## src/rtl/subterranean_hash_sequencer.sv

```systemverilog
// Command sequencer that drives a Subterranean core through init, byte absorb, finalisation, blank and squeeze rounds.
// Optional abort input is enabled by defining SUBTERRANEAN_HASH_ABORT_EN.
`timescale 1ns/1ps
module subterranean_hash_sequencer (
    input  logic         clk,
    input  logic         arstn,
`ifdef SUBTERRANEAN_HASH_ABORT_EN
    input  logic         abort,
`endif
    input  logic         start,
    input  logic         msg_empty,
    input  logic [7:0]   msg_data,
    input  logic         msg_valid,
    input  logic         msg_last,
    output logic         msg_ready,
    output logic         core_start_operation,
    output logic [3:0]   core_operation_type,
    output logic [31:0]  core_buffer_in,
    output logic [1:0]   core_buffer_in_size,
    input  logic [31:0]  core_buffer_out,
    input  logic         core_free,
    input  logic         core_finish,
    output logic [255:0] digest,
    output logic         digest_valid,
    output logic         busy
);

    typedef enum logic [3:0] {
        IDLE, INIT, GET_BYTE, ABS_BYTE, ABS_PAD, FINAL, BLANK, SQUEEZE, DONE
    } state_t;

    // Each command walks ISSUE -> HOLD (core_free still stale) -> WAIT (completion).
    typedef enum logic [1:0] {
        C_ISSUE, C_HOLD, C_WAIT
    } phase_t;

    state_t         state_reg, state_next;
    phase_t         phase_reg, phase_next;
    logic [3:0]     cnt_reg, cnt_next;
    logic [7:0]     byte_reg, byte_next;
    logic           last_reg, last_next;
    logic           empty_reg, empty_next;
    logic [255:0]   digest_reg, digest_next;
    logic           dv_reg, dv_next;

    logic           cmd_state;
    logic           cmd_done;
    logic [3:0]     cmd_type;
    logic [31:0]    cmd_buf;
    logic [1:0]     cmd_size;

`ifdef SUBTERRANEAN_HASH_ABORT_EN
    logic           abort_reg, abort_next;
    logic           abort_hit;
`endif

    assign busy         = (state_reg != IDLE) && (state_reg != DONE);
    assign digest       = digest_reg;
    assign digest_valid = dv_reg;

    assign cmd_state = (state_reg == INIT)  || (state_reg == ABS_BYTE) ||
                       (state_reg == ABS_PAD) || (state_reg == FINAL) ||
                       (state_reg == BLANK) || (state_reg == SQUEEZE);
    assign cmd_done  = cmd_state && (phase_reg == C_WAIT) && core_free;

    always_comb begin
        cmd_type = 4'h2;
        cmd_buf  = 32'h1;
        cmd_size = 2'b00;
        case (state_reg)
            INIT: begin
                cmd_type = 4'h0;
                cmd_buf  = 32'h0;
                cmd_size = 2'b11;
            end
            ABS_BYTE: begin
                cmd_buf  = {24'h000001, byte_reg};
                cmd_size = 2'b01;
            end
            SQUEEZE: begin
                cmd_type = 4'h7;
                cmd_size = 2'b11;
            end
            default: ;
        endcase
    end

    always_comb begin
        state_next           = state_reg;
        phase_next           = phase_reg;
        cnt_next             = cnt_reg;
        byte_next            = byte_reg;
        last_next            = last_reg;
        empty_next           = empty_reg;
        digest_next          = digest_reg;
        dv_next              = dv_reg;
        msg_ready            = 1'b0;
        core_start_operation = 1'b0;
        core_operation_type  = 4'h0;
        core_buffer_in       = 32'h0;
        core_buffer_in_size  = 2'b11;
`ifdef SUBTERRANEAN_HASH_ABORT_EN
        abort_next           = abort_reg;
        abort_hit            = busy && (abort || abort_reg);
`endif

        if (cmd_state) begin
            case (phase_reg)
                C_ISSUE: begin
                    if (core_free) begin
                        core_start_operation = 1'b1;
                        core_operation_type  = cmd_type;
                        core_buffer_in       = cmd_buf;
                        core_buffer_in_size  = cmd_size;
                        phase_next           = C_HOLD;
                    end
                end
                C_HOLD:  phase_next = C_WAIT;
                C_WAIT:  if (core_free) phase_next = C_ISSUE;
                default: phase_next = C_ISSUE;
            endcase
            if (state_reg == SQUEEZE && phase_reg != C_ISSUE && core_finish)
                digest_next = {core_buffer_out, digest_reg[255:32]};
        end

        case (state_reg)
            IDLE, DONE: begin
                if (start) begin
                    dv_next    = 1'b0;
                    empty_next = msg_empty;
                    state_next = INIT;
                    phase_next = C_ISSUE;
                    cnt_next   = 4'd0;
                end
            end
            GET_BYTE: begin
                msg_ready = 1'b1;
                if (msg_valid) begin
                    byte_next  = msg_data;
                    last_next  = msg_last;
                    state_next = ABS_BYTE;
                    cnt_next   = 4'd0;
                end
            end
            INIT: begin
                if (cmd_done) begin
                    state_next = empty_reg ? FINAL : GET_BYTE;
                    cnt_next   = 4'd0;
                end
            end
            ABS_BYTE: begin
                if (cmd_done) begin
                    state_next = ABS_PAD;
                    cnt_next   = 4'd0;
                end
            end
            ABS_PAD: begin
                if (cmd_done) begin
                    state_next = last_reg ? FINAL : GET_BYTE;
                    cnt_next   = 4'd0;
                end
            end
            FINAL: begin
                if (cmd_done) begin
                    if (cnt_reg == 4'd1) begin
                        state_next = BLANK;
                        cnt_next   = 4'd0;
                    end else begin
                        cnt_next = cnt_reg + 4'd1;
                    end
                end
            end
            BLANK: begin
                if (cmd_done) begin
                    if (cnt_reg == 4'd7) begin
                        state_next = SQUEEZE;
                        cnt_next   = 4'd0;
                    end else begin
                        cnt_next = cnt_reg + 4'd1;
                    end
                end
            end
            SQUEEZE: begin
                if (cmd_done) begin
                    if (cnt_reg == 4'd7) begin
                        state_next = DONE;
                        dv_next    = 1'b1;
                        cnt_next   = 4'd0;
                    end else begin
                        cnt_next = cnt_reg + 4'd1;
                    end
                end
            end
            default: begin
                state_next = IDLE;
                phase_next = C_ISSUE;
                cnt_next   = 4'd0;
            end
        endcase

`ifdef SUBTERRANEAN_HASH_ABORT_EN
        // An abort is remembered until no command is outstanding, then drops to IDLE.
        if (abort_hit) begin
            abort_next = 1'b1;
            if (state_reg == GET_BYTE || (cmd_state && phase_reg == C_ISSUE) || cmd_done) begin
                msg_ready            = 1'b0;
                core_start_operation = 1'b0;
                core_operation_type  = 4'h0;
                core_buffer_in       = 32'h0;
                core_buffer_in_size  = 2'b11;
                state_next           = IDLE;
                phase_next           = C_ISSUE;
                cnt_next             = 4'd0;
                dv_next              = 1'b0;
                abort_next           = 1'b0;
            end
        end
`endif
    end

    always_ff @(posedge clk or negedge arstn) begin
        if (!arstn) begin
            state_reg  <= IDLE;
            phase_reg  <= C_ISSUE;
            cnt_reg    <= 4'd0;
            byte_reg   <= 8'h00;
            last_reg   <= 1'b0;
            empty_reg  <= 1'b0;
            digest_reg <= 256'h0;
            dv_reg     <= 1'b0;
`ifdef SUBTERRANEAN_HASH_ABORT_EN
            abort_reg  <= 1'b0;
`endif
        end else begin
            state_reg  <= state_next;
            phase_reg  <= phase_next;
            cnt_reg    <= cnt_next;
            byte_reg   <= byte_next;
            last_reg   <= last_next;
            empty_reg  <= empty_next;
            digest_reg <= digest_next;
            dv_reg     <= dv_next;
`ifdef SUBTERRANEAN_HASH_ABORT_EN
            abort_reg  <= abort_next;
`endif
        end
    end

endmodule

```

## config.mk

```make
export PLATFORM = sky130hd
export DESIGN_NAME = subterranean_hash_sequencer
export DESIGN_NICKNAME = d
export VERILOG_FILES = /design/src/rtl/subterranean_hash_sequencer.sv
export SDC_FILE = /design/constraint.sdc
export NUM_CORES = 1
export LEC_CHECK = 0
export CAP_MARGIN = 20
export CORE_MARGIN = 3
export CORE_UTILIZATION = 47
export CTS_CLUSTER_SIZE = 24
export DETAILED_ROUTE_END_ITERATION = 16
export GPL_TIMING_DRIVEN = 0
export PLACE_DENSITY_LB_ADDON = 0.2
export RECOVER_POWER = 25
export SKIP_LAST_GASP = 1
export SLEW_MARGIN = 20
export SYNTH_ARGS = -nofsm -noshare
export SYNTH_HDL_FRONTEND = slang
export SYNTH_SLANG_ARGS = --single-unit
```

## constraint.sdc

```tcl
create_clock -name clk -period 2.2 [get_ports clk]
set_clock_uncertainty 0.15 [all_clocks]
set_input_delay 0.44 -clock clk [delete_from_list [all_inputs] [get_ports clk]]
set_output_delay 0.44 -clock clk [all_outputs]
set_load 0.03 [all_outputs]
```

# ---- After elaboration in Yosys (flattened, before gate mapping)
# Index checks and enable logic that the tools add are counted.
dict set report word_totals {
  register_bits 277
  latchBits 0
  mem_bits_rw 0
  rom_bits 0
  inputBits 48
  out_inout_bits 298
  wordCells 109
  memories 0
}
dict set report classes {
  addsub 1
  multipliers 0
  div_mod_pow 0
  magnitude_cmp 0
  n_eq_ne 26
  shift 0
  n_mux 48
  bitwise 0
  reduce_logical 26
}
# cell count
set ops {}
lappend ops {{$mux W32} 3}
lappend ops {{$mux W4} 21}
lappend ops {{$pmux W4 S8} 1}
lappend ops {{$eq A4 B3 Y1 const B} 5}
lappend ops {{$pmux W4 S5} 1}
lappend ops {{$pmux W9 S2} 1}
lappend ops {{$ne A2 B2 Y1 const B} 8}
lappend ops {{$mux W2} 7}
lappend ops {{$reduce_and A11 Y1} 1}
lappend ops {{$ne A2 B1 Y1 const B} 5}
lappend ops {{$eq A4 B1 Y1 const B} 2}
lappend ops {{$eq A4 B2 Y1 const B} 2}
lappend ops {{$pmux W2 S2} 2}
lappend ops {{$mux W1} 7}
lappend ops {{$reduce_or A7 Y1} 1}
lappend ops {{$mux W3} 2}
lappend ops {{$pmux W2 S3} 1}
lappend ops {{$pmux W3 S2} 1}
lappend ops {{$reduce_and A2 Y1} 3}
lappend ops {{$reduce_or A2 Y1} 3}
lappend ops {{$logic_and A1 B1 Y1} 5}
lappend ops {{$logic_or A1 B1 Y1} 5}
lappend ops {{$reduce_and A5 Y1} 1}
lappend ops {{$add A4 B1 Y4 const B} 1}
lappend ops {{other kinds (11)} 12}

# ---- Longest topological paths before layout
# Gate-level depths: netlist of run 1.
dict set report logic_depth {
  word_depth 10
  mapped_depth 6
  mapped_depth_nobuf 6
}

# ---- Worst setup path before layout of run 1
# OpenSTA, ideal clock, no wires.
dict set report synth_timing {
  kind {reg-to-output}
  start {register state_reg[3]}
  end {output core_operation_type[2]}
  t_arrival_ps 2030
  path_slack_ps -420
  stages_incl_launch_ff 6
  path_buffers 1
  path_cell_list {dfrtp_1 o21bai_1 nor4b_4 inv_1 nor2_1 buf_4}
}
dict set report synth_between {
  elab_chain_cells 7
  word_cells_on_any_way 15
  cone_classes {eq/ne: 6; mux: 4; reduce/logical: 5}
}
# element line
set synth_lines {}
lappend synth_lines {{from (decl)} 37} ;# state_t state_reg, state_next;
lappend synth_lines {{from (signal assigned)} 235} ;# state_reg <= state_next;
lappend synth_lines {{branches (longest 6 deep; another with $eq A4 B3 Y1)} -}
lappend synth_lines {{$mux W4 *} 107} ;# if (cmd_state) begin
lappend synth_lines {{to (decl)} 17} ;# output logic [3:0] core_operation_type,
# Mark *: on every way between the ends.

# ---- Worst setup path in the final report of run 1
dict set report layout_timing {
  start {register state_reg[3]}
  end {output core_buffer_in_size[1]}
}
dict set report layout_between {
  elab_chain_cells 7
  word_cells_on_any_way 16
  cone_classes {eq/ne: 6; mux: 4; reduce/logical: 6}
}
# element line
set layout_lines {}
lappend layout_lines {{branches (longest 6 deep; another with $eq A4 B1 Y1)} -}
lappend layout_lines {{$mux W2 *} 107}
lappend layout_lines {{to (decl)} 19} ;# output logic [1:0] core_buffer_in_size,
# Marked as above.

==> results.py, run 1 <==
metrics = {
    "timing": {
        "tightestPinTransition_ns": 1.40,
        "period_minus_slack_ns": 2.65,
        "slew_viol_final": 0,
        "whs_ns": 0.349,
        "finalHoldViolCount": 0,
        "fin_tns_setup_ns": -10.67,
        "rsz0062_at_grt": "yes",
        "min_period_over_period_pct": 121,
        "max_slew_margin_pct": 6.61,
        "setup_viol": 88,
        "fmax_mhz": 377,
        "worst_slack_ns": -0.451,
    },
    "clock_tree": {
        "htree_levels": 1,
        "cts_tree": "done",
        "cts.sinks": 277,
        "clock-root-buffer": "clkbuf_16",
        "cts_buffers": 30,
        "path_clk_slew_ns": 0.06,
        "clock_latency_ns": 0.54,
        "clk_path_buf_depth": 3,
    },
    "final_layout": {
        "largest_reg_flops": 256,
        "final_cell_area_um2": 15900,
        "finalNetCount": 1142,
        "areaGrowthSynthToFinish_pct": 46.0,
        "final.fill_count": 1667,
        "num_antenna_cells": 0,
        "final_util_pct": 70.1,
        "drive_above_1_share_pct": 38.5,
        "stdcell_count": 1400,
    },
    "critical_path": {
        "critPathBufInv": 3,
        "cp.required_ns": 1.61,
        "critPathSlowestCell": "dfrtp_1",
        "critPathMostFrequentCell": "buf_6",
        "crit_fanout": 4,
        "slowest_delay_ns": 0.40,
        "setup.worst_path.end_class": "primary output",
        "crit_chain": "o21bai_4 -> nor4b_4 -> buf_4 -> buf_6 -> o31a_1 -> nand2_2 -> buf_6",
        "critical-path-top-delay-family": "buffers and inverters",
        "worstPathArrival_ns": 2.06,
        "critPathLaunchType": "flop",
        "crit_type": "reg2out",
    },
    "pwr": {
        "powerDensity_nw_per_um2": 1150,
        "total_power_mw": 18.3,
        "ir_worst_vdd_mv": 1.00,
        "p_leak_nw": 9.07,
    },
    "synthesis": {
        "syn-cell-area_um2": 10900,
        "syn_area_per_cell_um2": 15.9,
        "netlist_instances": 688,
        "yosys_register_bits": 277,
        "yosysWarnings": 0,
        "synth-seq-area-share_pct": 63.6,
        "yosys.cell_types.count": 40,
    },
    "floorplanning": {
        "rows": 55,
        "io_pins": 346,
        "die_h_um": 158,
        "coreArea_um2": 22700,
        "die_w_um": 158,
        "start_util_pct": 48.0,
        "die_area_um2": 25100,
    },
    "outcome": {
        "violations": "negative setup slack",
        "status": "finished, violations left",
    },
    "placement": {
        "port_buffers": 321,
        "gp_congestion": 0.826,
        "dp.cells": 1320,
        "hpwl_um": 19900,
        "pre_cts_ws_ns": -0.819,
        "placed_cell_area_um2": 14700,
    },
    "routing": {
        "avgViaCountPerCell": 5.05,
        "postRouteAntennaNets": 0,
        "vias": 7069,
        "post_drt_wl_per_cell_um": 19.7,
        "drtIter0Drc": 201,
        "dr.pass1.iters": 4,
        "drcViolationCount": 0,
        "finalWirelength_um": 27600,
    },
    "global_route": {
        "first_global_vias": 7157,
        "antenna_found_initial": 0,
        "grt_pass1_wl_um": 41300,
        "grt_max_degree": 87,
        "grt_usage_pct": 21.0,
        "grt_overflow": 0,
    },
    "job": {
        "maxCapViolations": 0,
    },
    "worst_hold_path": {
        "hold_class": "in2reg",
    },
}
[routing by layer]
layer	vias up	GRT usage, %	wire (µm)
met2	241	36.0	14000
met5	-	0	0
met1	3554	26.1	10800
met4	0	7.58	914
li1	3216	-	-
met3	58	5.30	1800
[final timing paths]
check	startpoint	to	slack (ns)	cells after the start
min in group asynchronous	arstn	digest[230]$_DFFE_PN0P_	0.61	2
min	core_buffer_out[2]	digest[226]$_DFFE_PN0P_	0.35	2
max	state_reg[3]$_DFFE_PN0P_	core_buffer_in_size[1]	-0.45	7
max in group asynchronous	arstn	digest[53]$_DFFE_PN0P_	-0.09	4
max reg2reg	state_reg[3]$_DFFE_PN0P_	digest[182]$_DFFE_PN0P_	-0.01	10
min reg2reg	digest[28]$_DFFE_PN0P_	digest[28]$_DFFE_PN0P_	0.35	1
[kinds of logic after synthesis]
family / Yosys count / synth area share, %
other cells: 1 / 0.0344
fa+ha+maj: 2 / 0.229
compound gates: 29 / 1.85
mux: 271 / 28.0
flops: 277 / 63.6
buf+inv: 67 / 4.10
simple gates: 41 / 2.26
[worst register-to-register path: stages (launching register included)]
cell	delay, ns
dfrtp_1	0.40
buf_4	0.17
inv_4	0.09
nand4_4	0.14
buf_4	0.19
nor2_4	0.09
buf_12	0.14
buf_8	0.13
buf_2	0.17
buf_4	0.13
mux2_2	0.31
[final cells by class]
type	count	area, µm²	area share [%]
clock inverters	11	161	1.01
flip-flops and latches	277	6930	43.5
clock buffers	44	885	5.55
repair buffers	349	3290	20.7
plain buffers	58	553	3.47
inverters	9	38.8	0.244
multi-input cells	367	3710	23.3
well taps	285	357	2.24
[cell usage in the layout, fill, tap and decap left out, types with 18 or more instances in the layout]
master           synthesis  final
mux2_1                  18     18
buf_4                   50     51
dfrtp_1                277    276
buf_6                    0     38
clkbuf_16                0     32
dlymetal6s2s_1           0     24
mux2_2                 253    253
dlygate4sd2_1            0    223
conb_1                   1     24
clkdlybuf4s50_1          0     56
[where the power goes]
group	switching (mW)	total [mW]	internal, mW
clock network	1.98	5.22	3.24
logic	3.65	6.23	2.58
registers	0.759	6.87	6.11
total	6.39	18.3	11.9
[timing repair]
action,in CTS,in global routing
gates resized for setup,355,67
cloned,0,1
setup buffers,9,14
pin swaps,2,6
hold buffers,1,0
hold endpoints to repair,50,0
setup endpoints to repair,490,278
[Yosys cell counts]
cell type  number  area share (%)
dfrtp_1       277              64
mux2_2        253              26
buf_4          50             3.4
mux2_1         18             1.9
nor2_1          9            0.31
inv_1           8            0.28
o21ai_0         8            0.37
and2_1          7            0.40
nand2_1         7            0.24
buf_2           6            0.28
a21oi_1         5            0.23
and3_1          3            0.17
nor3_1          3            0.14
o211ai_1        3            0.21
clkbuf_1        2           0.069
ha_1            2            0.23
nand3_1         2           0.092
o32ai_1         2            0.16
or3b_2          2            0.16
a21oi_2         1           0.080
a221oi_1        1           0.080
a311oi_1        1           0.080
a32o_1          1           0.092
and3b_1         1           0.080
conb_1          1           0.034
inv_2           1           0.034
nand2b_1        1           0.057
nand4_2         1            0.11
nor2b_1         1           0.057
nor3b_1         1           0.069
nor4b_4         1            0.22
o211a_1         1           0.092
o21bai_1        1           0.069
o22a_1          1           0.080
o2bb2ai_1       1           0.080
o311ai_0        1           0.080
o31a_1          1           0.080
o31ai_1         1           0.069
or2_2           1           0.057
or4b_1          1           0.092
Note: power is estimated with default switching activity, not from simulation.
==> run 2: changes to the inputs <==
--- a/config.mk
+++ b/config.mk
@@ -8,7 +8,7 @@
 export CAP_MARGIN = 20
 export CORE_MARGIN = 3
 export CORE_UTILIZATION = 47
-export CTS_CLUSTER_SIZE = 24
+export CTS_CLUSTER_SIZE = 25
 export DETAILED_ROUTE_END_ITERATION = 16
 export GPL_TIMING_DRIVEN = 0
 export PLACE_DENSITY_LB_ADDON = 0.2
==> results of run 2 <==
Final layout, timing and power as in run 1 (identical DEF).
